**config.mk**
```make
export PLATFORM = sky130hd
export DESIGN_NAME = axis_value_source
export DESIGN_NICKNAME = d
export VERILOG_FILES = /design/src/rtl/axis_value_source.sv
export SDC_FILE = /design/constraint.sdc
export NUM_CORES = 1
export LEC_CHECK = 0
export BUFFER_PORTS_ARGS = -buffer_cell sky130_fd_sc_hd__buf_2
export CAP_MARGIN = 20
export CORE_MARGIN = 1.5
export CORE_UTILIZATION = 32
export CTS_CLUSTER_DIAMETER = 60
export DETAILED_ROUTE_END_ITERATION = 8
export PLACE_DENSITY = 0.56
export SYNTH_ARGS = -nofsm -noshare
export SYNTH_HDL_FRONTEND = slang
export SYNTH_SLANG_ARGS = --single-unit
```
**constraint.sdc**
```tcl
create_clock -name aclk -period 2.5 [get_ports aclk]
set_input_delay 0.375 -clock aclk [delete_from_list [all_inputs] [get_ports aclk]]
set_output_delay 0.375 -clock aclk [all_outputs]
set_load 0.01 [all_outputs]
```
**src/rtl/axis_value_source.sv**
```systemverilog
// axis_value_source: AXI4-Stream master that sends a latched value as a burst of cfg_beats beats on a trigger rising edge.
// Ports: aclk/aresetn (sync, active-low) clock and reset; data/cfg_beats are sampled on an accepted trigger;
//        trigger is a level input whose rising edge starts a burst; busy is high during a burst; done is a sticky
//        completion flag; m_axis_* is the AXI4-Stream master interface (tlast marks the final beat).
// Build option: define AXIS_VALUE_SOURCE_INCR_EN so that beat i carries latched data + i.
module axis_value_source #(
  parameter int AXIS_TDATA_WIDTH = 32,
  parameter int CNTR_WIDTH       = 16
) (
  input  logic                        aclk,
  input  logic                        aresetn,
  input  logic [AXIS_TDATA_WIDTH-1:0] data,
  input  logic [CNTR_WIDTH-1:0]       cfg_beats,
  input  logic                        trigger,
  output logic                        busy,
  output logic                        done,
  output logic [AXIS_TDATA_WIDTH-1:0] m_axis_tdata,
  output logic                        m_axis_tvalid,
  input  logic                        m_axis_tready,
  output logic                        m_axis_tlast
);
  typedef enum logic [1:0] {IDLE, SEND, DONE} state_t;
  state_t                      state_q, state_d;
  logic [CNTR_WIDTH-1:0]       cnt_q, cnt_d;
  logic [AXIS_TDATA_WIDTH-1:0] data_q, data_d;
  logic                        tvalid_q, tvalid_d;
  logic                        tlast_q, tlast_d;
  logic                        busy_q, busy_d;
  logic                        done_q, done_d;
  logic                        trig_prev_q, trig_prev_d;
  logic                        rise, hs;
  always_comb begin
    state_d     = state_q;
    cnt_d       = cnt_q;
    data_d      = data_q;
    tvalid_d    = tvalid_q;
    tlast_d     = tlast_q;
    busy_d      = busy_q;
    done_d      = done_q;
    trig_prev_d = trigger;
    rise        = trigger & ~trig_prev_q;
    hs          = tvalid_q & m_axis_tready;
    case (state_q)
      IDLE, DONE: begin
        if (rise) begin
          if (cfg_beats != '0) begin
            data_d   = data;
            cnt_d    = cfg_beats - CNTR_WIDTH'(1);
            done_d   = 1'b0;
            busy_d   = 1'b1;
            tvalid_d = 1'b1;
            tlast_d  = (cfg_beats == CNTR_WIDTH'(1));
            state_d  = SEND;
          end else begin
            done_d  = 1'b1;
            state_d = DONE;
          end
        end
      end
      SEND: begin
        // cnt_q counts beats still to send after the one currently presented
        if (hs) begin
          if (cnt_q != '0) begin
            cnt_d   = cnt_q - CNTR_WIDTH'(1);
            tlast_d = (cnt_q == CNTR_WIDTH'(1));
`ifdef AXIS_VALUE_SOURCE_INCR_EN
            data_d  = data_q + AXIS_TDATA_WIDTH'(1);
`endif
          end else begin
            tvalid_d = 1'b0;
            tlast_d  = 1'b0;
            busy_d   = 1'b0;
            done_d   = 1'b1;
            state_d  = DONE;
          end
        end
      end
      default: state_d = IDLE;
    endcase
  end
  // trig_prev resets high so a trigger held through reset needs a fresh 0->1 edge
  always_ff @(posedge aclk) begin
    if (!aresetn) begin
      state_q     <= IDLE;
      cnt_q       <= '0;
      data_q      <= '0;
      tvalid_q    <= 1'b0;
      tlast_q     <= 1'b0;
      busy_q      <= 1'b0;
      done_q      <= 1'b0;
      trig_prev_q <= 1'b1;
    end else begin
      state_q     <= state_d;
      cnt_q       <= cnt_d;
      data_q      <= data_d;
      tvalid_q    <= tvalid_d;
      tlast_q     <= tlast_d;
      busy_q      <= busy_d;
      done_q      <= done_d;
      trig_prev_q <= trig_prev_d;
    end
  end
  assign busy          = busy_q;
  assign done          = done_q;
  assign m_axis_tdata  = data_q;
  assign m_axis_tvalid = tvalid_q;
  assign m_axis_tlast  = tlast_q;
endmodule

```
==> impl_metrics.tcl <==
set metrics [dict create \
    fmax_mhz 447.5 \
    clock_latency_ns 0.31 \
    crit_chain "inv_1, ha_1, or4b_1, nor4_4, nor2_1, nor2_1, buf_12, a21oi_1, o221a_1" \
    ys_seq_area_share_pct 38.11 \
    grt_pass1_wl_um 11940 \
    synth.area.top_cells "dfxtp_1 38%, nand2_1 11%, a21boi_0 9.0%" \
    finalHoldViolCount 0 \
    endpoint_kind "flip-flop" \
    grt_overflow 0 \
    detail_route.vias_per_cell 4.936 \
    synth_area_per_cell_um2 7.923 \
    synth_top_area_cell "dfxtp_1" \
    worstSetupPathType "reg -> reg" \
    clockBufferDepth 2 \
    clock_skew_ns 0.009141 \
    synth_warnings 0 \
    slew_headroom_pct 59.90 \
    drt_wl_total_um 7036 \
    cts.sinks 54 \
    cts_resized 0 \
    final_common_cell "buf_2" \
    run_status "completed" \
    antenna_found_initial 0 \
    holdBufCountCts 0 \
    yosys.area.top_type_share_pct 38.11 \
    cts_inserted_buffers 5 \
    slowest_delay_ns 0.51 \
    cts_max_level 2 \
    syn2layout_area_growth_pct 24.44 \
    post_drt_wl_per_cell_um 12.77 \
    drive_above_1_share_pct 26.19 \
    seqPwrFrac_pct 49.1 \
    first_global_vias 2554 \
    clockPowerShare_pct 32.1 \
    max_slew.worst_pin.slew_ns 0.6015 \
    rsz0062_at_grt "no" \
    synth_edf_count 0 \
    synth_ff_type "dfxtp_1" \
    io_pins 88 \
    core_area_mm2 0.008636 \
    r2r-start "cnt_q[0]" \
    dr.pass1.iters 5 \
    dp_hpwl_um 5115 \
    setup.worst_path.start "cnt_q[0]" \
    num_vias 2720 \
    antenna_left 0 \
    maxCapViolCount 0 \
    path_max_fanout 20 \
    p_sw_share_pct 27.97 \
    dpl_worst_slack_ns 0.2189 \
    fin_crit_ns 2.235 \
    synth_area_mm2 0.002836 \
    grt_max_degree 37 \
    drt_drc_violations_left 0 \
    powerDensity_mw_per_mm2 531.1 \
    drv_slew 0 \
    die_h_um 97.15 \
    p_leak_nw 1.498 \
    synthArstFlopShare_pct 0 \
    start_kind "flip-flop" \
    crit_arrival_ns 2.44 \
    power_w 0.001875 \
    ys_types 51 \
    grt_usage_pct 14.94 \
    p_int_w 0.001350 \
    root_buffer "clkbuf_8" \
    vdd_ir_drop_max_mv 0.2161 \
    dieWidth_um 97.15 \
    tns_ns 0 \
    rows 34 \
    cp_common_cell "nor2_1" \
    finalSetupViolCount 0 \
    fin_ws_ns 0.2654 \
    cp_slowest_cell "or4b_1" \
    critPathRequiredTime_ns 2.70 \
    cts_tree "done" \
    diodes 0 \
    final_cell_mix "87 x buf_2, 86 x nand2_1, 54 x dfxtp_1" \
    hp-start "trigger" \
    fp.dieArea_mm2 0.009438 \
    numPortBuffers 87 \
    drt_iter0_drc 80 \
    routabilityCongestion 0.8082 \
    cts_setup_buffers 0 \
    syn_inst 358 \
    comb_power_share_pct 18.8 \
    p_sw_w 0.0005244 \
    cts.clk_slew.worst_paths_ns 0.10 \
    start_util_pct 32.85 \
    synth-seq-cells 54 \
    syn-num-nets 415 \
    fin_nets 499 \
    period_share_pct 89.38 \
    hold_path.class "in -> reg" \
]
-- final timing paths --
kind                                          to  slack [ns]  cells after the start
worst min register to register  m_axis_tdata[21]        0.46                      2
worst max register to register          cnt_q[8]        0.27                      9
worst min-delay path                 trig_prev_q        0.25                      2
worst max-delay path                    cnt_q[8]        0.27                      9
-- cell type report --
class | count | area, um^2
fillers | 914 | 5106
multi-input cells | 276 | 1637
flip-flops and latches | 54 | 1081
repair buffers | 100 | 545.5
well taps | 108 | 135.1
clock buffers | 5 | 68.82
clock inverters | 3 | 43.79
inverters | 5 | 18.77
-- power groups by stage --
| stage | Clock (W) | Combinational, W | Sequential [W] |
|---|---|---|---|
| after global placement | 0 | 0.000352 | 0.000940 |
| after global routing | 0.000654 | 0.000395 | 0.000927 |
| after floorplan | 0 | 0.000210 | 0.000947 |
| after detailed placement | 0 | 0.000353 | 0.000941 |
| final | 0.000602 | 0.000352 | 0.000921 |
| after CTS | 0.000623 | 0.000355 | 0.000921 |
-- metal layers --
metal	part of all wire, %	wire length [um]	vias up	GRT usage [%]
met4	0.67	47	0	2.341
met3	5.6	392	5	3.381
li1	-	-	1408	-
met1	48	3344	1247	19.83
met2	46	3251	60	25.23
met5	0	0	-	0
-- registers in the layout, summed over array words and instances, names as in the netlist --
register      count
done              1
m_axis_tlast      1
busy              1
cnt_q            16
trig_prev_q       1
state_q           2
m_axis_tdata     32
-- stage by stage --
stage / hold WS [ns] / cell area [um^2] / utilization (%) / instances
global placement: 0.4475 / 3417 / 39.57 / 543
global route: 0.2584 / 3530 / 40.87 / 551
finish: 0.2490 / 3530 / 40.87 / 551
floorplan: 0.4464 / 2836 / - / 358
detailed placement: 0.4530 / 3417 / 39.57 / 543
CTS: 0.2423 / 3530 / 40.87 / 551
-- cell usage after synthesis (2+ instances only) --
cell type and count:
nor4_1 5, a21boi_1 7, dfxtp_1 54, nor2b_1 5, nor3_1 9, ha_1 5
nor3b_1 2, a31oi_1 2, a21boi_0 34, a21oi_1 12, xor2_1 7, buf_4 2
clkbuf_1 14, a211o_1 2, nand2_1 86, nor2_1 21, inv_1 5, buf_2 7
o221a_1 2, o31ai_1 3, o21ai_1 3, or3_1 5, o21ai_0 12, or4_1 2
o211ai_1 6, or4_4 3, nand2b_1 4, xnor2_1 7, nand3_1 10
-- critical path: cells and delay by family (launching register included) --
family	cells	cell delay (ns)
AND/OR/NAND/NOR	4	0.98
flip-flops	1	0.37
AO/OA/AOI/OAI	2	0.30
buffers and inverters	2	0.26
adder cells (fa/ha/maj)	1	0.20
-- logic make-up (layout without fill, tap and decap cells) --
group           Yosys count  in the layout  synth area share (%)
xor+xnor                 14             14                 4.323
mux                       1              1                0.3529
fa+ha+maj                 5              5                 2.206
simple gates            163            163                 27.61
buf+inv                  28            113                 4.279
compound gates           93             93                 23.11
flops                    54             54                 38.11
Power figures use the tool's default switching activity.
